File: config.mk
export PLATFORM = sky130hd
export DESIGN_NAME = enc_out_serializer
export DESIGN_NICKNAME = d
export VERILOG_FILES = /design/src/rtl/enc_out_serializer.sv
export SDC_FILE = /design/constraint.sdc
export NUM_CORES = 1
export LEC_CHECK = 0
export CORE_ASPECT_RATIO = 0.75
export CORE_UTILIZATION = 40
export DETAILED_ROUTE_END_ITERATION = 8
export PLACE_DENSITY_LB_ADDON = 0.1
export SYNTH_ARGS = -nofsm -noshare
export SYNTH_HDL_FRONTEND = slang
export SYNTH_SLANG_ARGS = --single-unit
File: constraint.sdc
create_clock -name clk -period 4.4 [get_ports clk]
set_clock_uncertainty 0.05 [all_clocks]
set_input_delay 0.88 -clock clk [delete_from_list [all_inputs] [get_ports clk]]
set_output_delay 0.88 -clock clk [all_outputs]
set_load 0.01 [all_outputs]
File: src/rtl/enc_out_serializer.sv
// enc_out_serializer: buffers AES ciphertext blocks in a small FIFO and streams
// each one as four 32-bit words, most-significant first, over valid/ready.
//
// Parameters:
//   DEPTH  block FIFO depth (power of two, >= 2)
//   AW     log2(DEPTH); derived, leave at default
// Ports:
//   clk         clock, rising edge
//   rst         synchronous active-high reset
//   ct_in       128-bit ciphertext block
//   ct_valid    one-cycle strobe per block
//   dout        current output word (0 when empty)
//   dout_valid  dout holds a valid word
//   dout_ready  consumer accepts dout this cycle
//   count       blocks held, including a partially sent one
//   overflow    sticky: a block was dropped while full
//   dout_last   final word of a block (only with ENC_OUT_LAST_EN defined)
// Optional feature macro: ENC_OUT_LAST_EN adds the dout_last port.
module enc_out_serializer #(
    parameter int DEPTH = 4,
    parameter int AW    = $clog2(DEPTH)
) (
    input  logic         clk,
    input  logic         rst,
    input  logic [127:0] ct_in,
    input  logic         ct_valid,
    output logic [31:0]  dout,
    output logic         dout_valid,
    input  logic         dout_ready,
    output logic [AW:0]  count,
    output logic         overflow
`ifdef ENC_OUT_LAST_EN
    ,
    output logic         dout_last
`endif
);

    localparam logic [AW:0] FULL_CNT = (AW+1)'(DEPTH);

    logic [127:0] mem_q [DEPTH];

    logic [AW-1:0] wptr_q, wptr_d;
    logic [AW-1:0] rptr_q, rptr_d;
    logic [AW:0]   count_q, count_d;
    logic [1:0]    widx_q, widx_d;
    logic          ovf_q, ovf_d;

    logic full;
    logic xfer;
    logic pop;
    logic push;

    assign full = (count_q == FULL_CNT);
    assign xfer = dout_valid && dout_ready;
    assign pop  = xfer && (widx_q == 2'd3);
    // A final-word pop frees the head slot at the same edge, so a push is
    // still accepted when full in that case.
    assign push = ct_valid && (!full || pop);

    always_comb begin
        wptr_d  = wptr_q;
        rptr_d  = rptr_q;
        count_d = count_q;
        widx_d  = widx_q;
        ovf_d   = ovf_q;
        if (push) begin
            wptr_d = wptr_q + AW'(1);
        end
        if (pop) begin
            rptr_d = rptr_q + AW'(1);
        end
        if (xfer) begin
            widx_d = widx_q + 2'd1;
        end
        unique case ({push, pop})
            2'b10:   count_d = count_q + (AW+1)'(1);
            2'b01:   count_d = count_q - (AW+1)'(1);
            default: count_d = count_q;
        endcase
        if (ct_valid && !push) begin
            ovf_d = 1'b1;
        end
    end

    always_ff @(posedge clk) begin
        if (rst) begin
            wptr_q  <= '0;
            rptr_q  <= '0;
            count_q <= '0;
            widx_q  <= '0;
            ovf_q   <= 1'b0;
        end else begin
            wptr_q  <= wptr_d;
            rptr_q  <= rptr_d;
            count_q <= count_d;
            widx_q  <= widx_d;
            ovf_q   <= ovf_d;
        end
    end

    // Storage is deliberately not reset.
    always_ff @(posedge clk) begin
        if (!rst && push) begin
            mem_q[wptr_q] <= ct_in;
        end
    end

    logic [127:0] head;
    logic [31:0]  word;

    assign head = mem_q[rptr_q];

    always_comb begin
        word = '0;
        unique case (widx_q)
            2'd0: word = head[127:96];
            2'd1: word = head[95:64];
            2'd2: word = head[63:32];
            2'd3: word = head[31:0];
            default: word = '0;
        endcase
    end

    assign dout_valid = (count_q != '0);
    assign dout       = dout_valid ? word : '0;
    assign count      = count_q;
    assign overflow   = ovf_q;

`ifdef ENC_OUT_LAST_EN
    assign dout_last = dout_valid && (widx_q == 2'd3);
`endif

endmodule

==> results.md, run 1 <==
- Status: finished with violations
- Violated checks: design-rule violations
- Top sig layer: met5
- Num rows: 70
- Final worst-path cycle share: 96.8%
- Relative slew slack: 40.6%
- MaxCap Viol Count: 0
- Cell accounting for the most synthesized area: edfxtp_1
- Worst Setup Path Type: reg -> out
- Post-Layout Cell Count: 1885
- Syn_nets: 1148
- DR vias/cell: 5.42
- Post-synth EDFFs: 512
- Total track usage: 18.5%
- Share of post-route cells with drive strength above 1: 16.5%
- Met1 Wirelength: 21.7 mm
- Final hold viol count: 0
- Drt wl/cell: 24.7 um
- Area Growth Syn to Fin: 20.6%
- RSZ-0062 raised after global routing: false
- Post-synthesis register bit count: 524
- Combinational Power Share: 8.0%
- Switching part of the total: 21.8%
- Clk Latency, worst-skew pair: 0.59 ns
- Setup TNS Final: 0 ns
- Final Wtd Congestion: 0.702
- Dpl cells: 1791
- Seq pwr share: 53.2%
- Worst R2R Start: widx_q[1]
- Post-Synthesis Cells: 1007
- Fin nets: 1338
- Static leakage: 0.00731 uW
- Largest net degree at the start of global routing: 83
- Setup Viol. Count Final: 0
- Clk sink count: 524
- Worst Tran Pin Value: 0.891 ns
- DR pass1 iterations: 7
- Routed Wire Length: 46.6 mm
- ANT nets after route: 0
- Die Area: 51100 um^2
- Synth area leaders: edfxtp_1 (77%), mux4_2 (7.2%), mux2i_1 (3.3%)
- Critical path fanouts, max: 31
- Crit path capture type: output pin
- Clock group share of total power: 38.9%
- Pwr per Cell Area: 441 nW/um^2
- Setup repair bufs after CTS: 0
- Syn Std Cell Area: 20100 um^2
- Time the worst path needs with I/O delays and setup: 4.26 ns
- CTS tree: built
- Inserted Clock Buffers: 52
- Initial antenna violation count: 6
- I/O pin cnt: 169
- H-Tree Depth: 2
- Unique masters post-synth: 40
- HPWL Detailed: 27.0 mm
- Vias post-DR: 10200
- Remaining Overflow, GRT: 0
- Hold Crit Start: overflow
- Metal2 WL: 21.5 mm
- Asr flop ratio synth: 0%
- Initial DRC Count: 817
- Internal: 8340 uW
- Initial Utilization: 40.8%
- Req. time, crit path: 3.47 ns
- Top FF cell, synth: edfxtp_1
- IO Port Bufs: 168
- Die W: 261 um
- First-pass GRT wire length: 69.1 mm
- CTS root buf: clkbuf_16
- Arr. time, crit path: 3.33 ns
- F_max: 235 MHz
- Vias in the first global route: 10500
- Synth Area per Inst: 19.9 um^2
- Chip height: 196 um
- CP Launch Type: flop
- Path category of the worst min-delay check: reg -> reg
- Clock Pin Slew Worst Setup and Hold Paths: 0.06 ns
- Slew Limit Fails: 0
- DRC Markers: 34
- P_sw: 2330 uW
- Clk buf depth: 3
- Hold WS: 0.452 ns
- Util after Layout: 49.3%
- Max VDD drop: 0.276 mV
- CTS Hold Bufs: 0
- Core area: 49100 um^2
- Synth warn: 0
- Metal3 WL: 2.50 mm
- Top cell type's share of synthesized area: 76.6%
- Post-synthesis sequential area ratio: 77.8%
critical path, stage by stage (launching register included):
cell and delay (ns):
dfxtp_4 0.65, and2_2 0.83, a32oi_1 0.22, a31oi_1 0.41
clkdlybuf4s50_1 0.62
path summary, 6_finish.rpt:
| kind | to | slack (ns) | depth (start not counted) |
|---|---|---|---|
| setup / recovery | dout[29] | 0.14 | 4 |
| hold / removal | overflow | 0.45 | 2 |
| setup reg to reg | mem_q[3][121] | 1.76 | 6 |
| hold reg to reg | overflow | 0.45 | 2 |
registers in the layout, indices dropped and copies added (netlist names), named ones only:
name      cells
count         3
widx_q        2
wptr_q        2
overflow      1
mem_q       512
rptr_q        2
synth_stat cells, types with 18 or more instances:
cell type  instances
edfxtp_1         512
a32oi_1           31
o21ai_0           34
mux4_2            64
clkbuf_1          22
a31oi_1           32
o22ai_1           30
a211oi_1          32
nand2_1           37
mux2_2            31
buf_2             18
mux2i_1           66
final cells by class:
cell class              count  area (um^2)
repair buffers            198         2060
inverters                   8         30.0
clock buffers              67         1360
clock inverters            25          201
flip-flops and latches    524        15600
fillers                  4019        24900
diodes                      2         5.00
multi-input cells         413         4120
well taps                 648          811
power groups by stage:
| stage | Clock [uW] | Sequential (uW) | Combinational (uW) |
|---|---|---|---|
| final | 4150 | 5680 | 850 |
| after global routing | 4440 | 5690 | 914 |
| after CTS | 4260 | 5680 | 867 |
| after detailed placement | 0 | 5780 | 863 |
| after global placement | 0 | 5780 | 858 |
| after floorplan | 0 | 5780 | 349 |
per-stage QoR:
step / total power, uW / cell area (um^2) / setup WS [ns]
after floorplan: 6130 / 20100 / 1.05
after global placement: 6640 / 22600 / 0.627
after detailed placement: 6650 / 22600 / 0.587
after CTS: 10800 / 24200 / 0.0678
after global routing: 11000 / 24200 / 0.0162
final: 10700 / 24200 / 0.141
cell usage in the layout, fill, tap and decap left out, types with 2 or more instances in the layout:
| cell type | count |
|---|---|
| clkinv_1 | 15 |
| dfxtp_1 | 10 |
| xnor2_1 | 3 |
| diode_2 | 2 |
| a31oi_1 | 32 |
| and2_4 | 4 |
| edfxtp_1 | 512 |
| ha_2 | 3 |
| clkbuf_1 | 15 |
| a211oi_1 | 32 |
| inv_1 | 6 |
| ha_1 | 5 |
| o21ai_0 | 34 |
| nand3_1 | 2 |
| clkbuf_16 | 52 |
| dfxtp_4 | 2 |
| a41oi_1 | 2 |
| clkdlybuf4s50_1 | 168 |
| o22ai_1 | 30 |
| clkinv_2 | 5 |
| a21oi_1 | 6 |
| mux2_2 | 31 |
| mux4_2 | 64 |
| nand2_1 | 36 |
| bufinv_16 | 3 |
| a32oi_1 | 31 |
| nor2_1 | 10 |
| buf_12 | 12 |
| inv_6 | 2 |
| nand3b_1 | 3 |
| buf_4 | 17 |
| mux2i_1 | 66 |
cell families after synthesis:
kind of cell	synth area share (%)
AO/OA/AOI/OAI	5.82
multiplexers	12.2
buffers and inverters	1.83
XOR/XNOR	0.175
flip-flops	77.8
adder cells (fa/ha/maj)	0.599
AND/OR/NAND/NOR	1.53
metal layers:
metal	up-vias	track usage, %
met1	5285	27.0
met5	-	0
met2	272	28.5
met4	10	5.26
met3	76	3.35
li1	4570	-
repair_timing:
item,CTS,global route
hold endpoints to repair,0,0
cloned,0,0
endpoints found under the setup margin,4,2
gates resized for setup,1,2
Note: power is estimated with default switching activity, not from simulation.
==> run 2: changes to the inputs <==
--- a/config.mk
+++ b/config.mk
@@ -5,6 +5,8 @@
 export SDC_FILE = /design/constraint.sdc
 export NUM_CORES = 1
 export LEC_CHECK = 0
+export CELL_PAD_IN_SITES_DETAIL_PLACEMENT = 0
+export CELL_PAD_IN_SITES_GLOBAL_PLACEMENT = 2
 export CORE_ASPECT_RATIO = 0.75
 export CORE_UTILIZATION = 40
 export DETAILED_ROUTE_END_ITERATION = 8
==> results.md, run 2 (synthesis gave the netlist of run 1 again) <==
- CTS resizes: 0 (-1)
- Initial DRC Count: 730 (-11%)
- HPWL Detailed: 27.7 mm (+2.6%)
- Setup repair bufs after CTS: 0 (unchanged)
- Path category of the worst min-delay check: reg -> reg
- CP max stage delay: 0.60 ns (-0.23 ns)
- Fin nets: 1339 (+0.075%)
- Most frequent cells in the layout: edfxtp_1 (512), clkdlybuf4s50_1 (168), mux2i_1 (66), mux4_2 (64), clkbuf_16 (53)
- Commonest non-fill, non-tap cell in the layout: edfxtp_1
- Vias in the first global route: 10500 (-0.83%)
- Total track usage: 18.7% (+0.15 points)
- Largest register FFs: 512 (unchanged)
- Final Wtd Congestion: 0.708 (+0.86%)
- IO Port Bufs: 168 (unchanged)
- Remaining Overflow, GRT: 0 (unchanged)
- Vias post-DR: 10300 (+0.44%)
- Pwr per Cell Area: 440 nW/um^2 (-0.29%)
- Total Power: 10600 uW (-0.24%)
- Die Area: 51100 um^2 (unchanged)
- Time the worst path needs with I/O delays and setup: 4.14 ns (-0.124 ns)
- Crit path capture type: output pin
- Footprint of the multi-input gates: 4110 um^2 (-0.18%)
- Cell Area, Placed: 22700 um^2 (about the same)
- CP Launch Type: flop
- Largest net degree at the start of global routing: 79 (-4.8%)
- Clk sink count: 524 (unchanged)
- Worst r2r dst: mem_q[0][47]
- Util after Layout: 49.3% (about the same)
- Setup Viol. Count Final: 0 (unchanged)
- Top reg by flops: mem_q
- Relative slew slack: 47.3% (+6.7 points)
- Slew Limit Fails: 0 (unchanged)
- Arr. time, crit path: 3.21 ns (-0.12 ns)
- Worst R2R Start: widx_q[1]
- F_max: 242 MHz (+3.0%)
- H-Tree Depth: 2 (unchanged)
- Worst Tran Pin Value: 0.790 ns (-0.101 ns)
- Req. time, crit path: 3.47 ns (about the same)
- Initial Utilization: 40.8% (unchanged)
- Hold WS: 0.424 ns (-0.0279 ns)
- Max VDD drop: 0.279 mV (+1.3%)
- Critical path fanouts, max: 13 (-58%)
- CP top delay family: buffers and inverters
- DRC Markers: 40 (+18%)
- First-pass GRT wire length: 69.5 mm (+0.49%)
- Inserted Clock Buffers: 52 (unchanged)
- Routed Wire Length: 46.9 mm (+0.51%)
- CTS Hold Bufs: 0 (unchanged)
- Core area: 49100 um^2 (unchanged)
- ANT nets after route: 0 (unchanged)
- Clock Pin Slew Worst Setup and Hold Paths: 0.06 ns (about the same)
- CTS root buf: clkbuf_16
- Static leakage: 0.00732 uW (+0.15%)
- Crit-path cells: inv_1, ha_2, and3b_2, buf_4, a211oi_1, a31oi_1, clkdlybuf4s50_1
- Final hold viol count: 0 (unchanged)
- Final worst-path cycle share: 94.0% (-2.8 points)
- Initial antenna violation count: 1 (-5)
- Area Growth Syn to Fin: 20.7% (about the same)
- Worst reg-to-reg path cell count: 6 (unchanged)
- Reg-to-reg slack, setup: 1.81 ns (+0.05 ns)
- Setup TNS Final: 0 ns (unchanged)
- Violated checks: design-rule violations
- Status: finished with violations
- CP Depth: 7 (+3)
- Fillers: 4018 (-0.025%)
- Clk buf depth: 3 (unchanged)
- I/O pin cnt: 169 (unchanged)
- Die W: 261 um (unchanged)
- CP Capture Point: dout[4]
- Critical path's slowest cell: clkdlybuf4s50_1
- Num rows: 70 (unchanged)
- DR vias/cell: 5.43 (+0.23%)
- Worst setup path startpoint: widx_q[1]
- WP buf/inv: 3 (+2)
- CTS tree: built
- MaxCap Viol Count: 0 (unchanged)
- Clk Latency, worst-skew pair: 0.58 ns (about the same)
- RSZ-0062 raised after global routing: false
- Chip height: 196 um (unchanged)
- Share of post-route cells with drive strength above 1: 17.0% (+0.51 points)
- DR pass1 iterations: 7 (unchanged)
- Worst Setup Path Type: reg -> out
- Final instance area: 24200 um^2 (about the same)
- Drt wl/cell: 24.8 um (+0.30%)
- Register area: 15600 um^2 (unchanged)
run 2: how the worst min path moves through the flow:
stage	depth (start not counted)	slack [ns]	end	startpoint
6_report	2	0.42	overflow	overflow
5_1_grt	2	0.46	overflow	overflow
4_1_cts	2	0.43	overflow	overflow
3_5_place_dp	2	0.42	overflow	overflow
3_3_place_gp	2	0.41	overflow	overflow
2_1_floorplan	2	0.42	widx_q[1]	widx_q[1]
run 2: layout make-up:
cell class	instances	share of cell area [%]
well taps	648	3.35
diodes	2	0.0207
multi-input cells	413	17.0
inverters	8	0.124
clock buffers	64	5.65
clock inverters	31	0.806
repair buffers	199	8.58
flip-flops and latches	524	64.5
run 2: per-layer routing:
metal	track usage, %	routed length (um)	vias up
met3	3.11	2680	65
met1	28.1	22200	5345
li1	-	-	4571
met2	28.2	21100	275
met4	4.76	822	2
met5	0	13	-
run 2: stage by stage:
step,worst slack (ns),std cells
finish,0.265,1889
global route,0.106,1887
CTS,0.207,1887
detailed placement,0.867,1792
global placement,0.859,1792
floorplan,1.05,1007
run 2: power by group:
part | switching (uW) | internal, uW | leakage (uW)
sequential | 34.6 | 5640 | 0.00475
combinational | 486 | 360 | 0.00180
clock | 1820 | 2310 | 0.000768
total | 2340 | 8310 | 0.00732
run 2: tightest hold or removal path, stage by stage, from the launching register on:
cell	delay, ns
dfxtp_1	0.33
a41oi_1	0.05
nor2_1	0.07
==> run 3: changes to the inputs <==
--- a/config.mk
+++ b/config.mk
@@ -8,8 +8,10 @@
 export CELL_PAD_IN_SITES_DETAIL_PLACEMENT = 0
 export CELL_PAD_IN_SITES_GLOBAL_PLACEMENT = 2
 export CORE_ASPECT_RATIO = 0.75
+export CORE_MARGIN = 4
 export CORE_UTILIZATION = 40
 export DETAILED_ROUTE_END_ITERATION = 8
+export HOLD_SLACK_MARGIN = 0.12
 export PLACE_DENSITY_LB_ADDON = 0.1
 export SYNTH_ARGS = -nofsm -noshare
 export SYNTH_HDL_FRONTEND = slang
==> results.md, run 3 (synthesis gave the netlist of run 1 again) <==
- DRC Markers: 0 (-100%)
- CTS resizes: 0 (unchanged)
- Time the worst path needs with I/O delays and setup: 4.10 ns (-0.0346 ns)
- Drt wl/cell: 25.0 um (+0.57%)
- Most frequent cells in the layout: edfxtp_1 (512), clkdlybuf4s50_1 (168), mux2i_1 (66), mux4_2 (64), clkbuf_16 (51)
- DR vias/cell: 5.38 (-0.85%)
- Path category of the worst min-delay check: reg -> reg
- DR pass1 iterations: 4 (-3)
- Final worst-path cycle share: 93.2% (-0.79 points)
- Pwr per Cell Area: 442 nW/um^2 (+0.49%)
- Die W: 267 um (+2.3%)
- Footprint of the multi-input gates: 4120 um^2 (about the same)
- Remaining Overflow, GRT: 0 (unchanged)
- ANT nets after route: 0 (unchanged)
- Share of post-route cells with drive strength above 1: 16.7% (-0.34 points)
- Hold endpoint: overflow
- Status: finished, final reports clean
- MaxCap Viol Count: 0 (unchanged)
- Area Growth Syn to Fin: 20.7% (about the same)
- WHS Path Cells: 2 (unchanged)
- First-pass GRT wire length: 69.4 mm (-0.12%)
- Relative slew slack: 38.2% (-9.1 points)
- Clk sink count: 524 (unchanged)
- HPWL Detailed: 28.1 mm (+1.5%)
- Worst reg-to-reg path cell count: 6 (unchanged)
- Vias post-DR: 10100 (-1.2%)
- I/O pin cnt: 169 (unchanged)
- Worst r2r dst: mem_q[1][127]
- Clock Pin Slew Worst Setup and Hold Paths: 0.06 ns (about the same)
- Worst Setup Path Type: reg -> out
- Min setup slack post-route: 0.299 ns (+0.0346 ns)
- Initial DRC Count: 756 (+3.6%)
- Core area: 49100 um^2 (unchanged)
- Worst R2R Start: widx_q[1]
- Arr. time, crit path: 3.17 ns (-0.04 ns)
- Setup TNS Final: 0 ns (unchanged)
- Die Area: 53800 um^2 (+5.4%)
- IO Port Bufs: 168 (unchanged)
- Worst Tran Pin Value: 0.926 ns (+0.136 ns)
- CTS root buf: clkbuf_16
- Util after Layout: 49.3% (about the same)
- Largest net degree at the start of global routing: 66 (-16%)
- Num rows: 70 (unchanged)
- Fillers: 4042 (+0.60%)
- Max VDD drop: 0.276 mV (-0.99%)
- Setup WS pre-CTS: 0.709 ns (-0.158 ns)
- Hold Crit Start: overflow
- Reg-to-reg slack, setup: 1.80 ns (about the same)
- Req. time, crit path: 3.47 ns (about the same)
- Inserted Clock Buffers: 51 (-1.9%)
- Hold WS: 0.441 ns (+0.0173 ns)
- CTS tree: built
- Initial Utilization: 40.8% (unchanged)
- Clk buf depth: 3 (unchanged)
- Slew Limit Fails: 0 (unchanged)
- Total track usage: 17.3% (-1.3 points)
- H-Tree Depth: 2 (unchanged)
- Register area: 15600 um^2 (unchanged)
- Routed Wire Length: 47.0 mm (+0.25%)
- Initial antenna violation count: 3 (+2)
- Static leakage: 0.00730 uW (-0.28%)
- Setup Viol. Count Final: 0 (unchanged)
- CTS Hold Bufs: 0 (unchanged)
- Chip height: 202 um (+3.1%)
- Crit path capture type: output pin
- Largest register FFs: 512 (unchanged)
- Critical path fanouts, max: 23 (+10)
- Final hold viol count: 0 (unchanged)
- F_max: 244 MHz (+0.84%)
- Vias in the first global route: 10500 (+0.44%)
- Fin nets: 1336 (-0.22%)
- Commonest non-fill, non-tap cell in the layout: edfxtp_1
- Setup repair bufs after CTS: 0 (unchanged)
- Clk Latency, worst-skew pair: 0.56 ns (-0.02 ns)
- CP Launch Type: flop
- Top reg by flops: mem_q
- Final Wtd Congestion: 0.700 (-1.0%)
- RSZ-0062 raised after global routing: false
## run 3: cell types whose count changed in the layout (fill, tap and decap cells not counted), moves of 2 or more
cell	change
clkbuf_16	-2
clkbuf_8	+2
clkinv_2	-5
clkbuf_1	+2
buf_4	-2
bufinv_16	+2
clkinv_1	-2
## run 3: layout make-up
type,count,share of cell area (%)
clock buffer,66,5.59
timing repair buffer,197,8.51
antenna,1,0.0103
multi-input combinational,413,17.0
clock inverter,26,0.914
tap,648,3.35
inverter,8,0.124
sequential,524,64.5
## run 3: metrics by stage
step | total power (uW) | instance area (um^2) | instances
after floorplan | 6130 | 20100 | 1007
after global placement | 6650 | 22600 | 1790
after global routing | 11100 | 24200 | 1883
final | 10700 | 24200 | 1883
after CTS | 10900 | 24200 | 1882
after detailed placement | 6650 | 22600 | 1790
## run 3: worst max-delay path by stage
stage,startpoint,end,slack [ns]
6_report,widx_q[0],dout[0],0.30
5_1_grt,widx_q[1],dout[29],0.11
2_1_floorplan,dout_ready,mem_q[0][0],1.05
3_3_place_gp,widx_q[1],dout[26],0.81
3_5_place_dp,widx_q[1],dout[28],0.71
4_1_cts,widx_q[1],dout[28],0.08
## run 3: report_power, final
group / internal, uW / switching, uW / leakage, uW
Sequential: 5640 / 35.6 / 0.00475
Combinational: 362 / 491 / 0.00179
Clock: 2390 / 1780 / 0.000761
Total: 8390 / 2310 / 0.00730
## run 3: per-layer routing
layer | routed length [um] | up-vias | part of all wire (%) | GRT usage (%)
li1 | - | 4567 | - | -
met1 | 21600 | 5267 | 46 | 25.0
met2 | 22200 | 241 | 47 | 27.6
met3 | 2410 | 60 | 5.1 | 3.32
met4 | 722 | 4 | 1.5 | 4.00
met5 | 14 | - | 0.030 | 0
## run 3: worst max-delay path: stages (launching register included)
cell	delay, ns
dfxtp_1	0.33
ha_1	0.31
nand2_2	0.26
buf_4	0.43
o22ai_1	0.15
a211oi_1	0.39
a31oi_1	0.16
clkdlybuf4s50_1	0.58
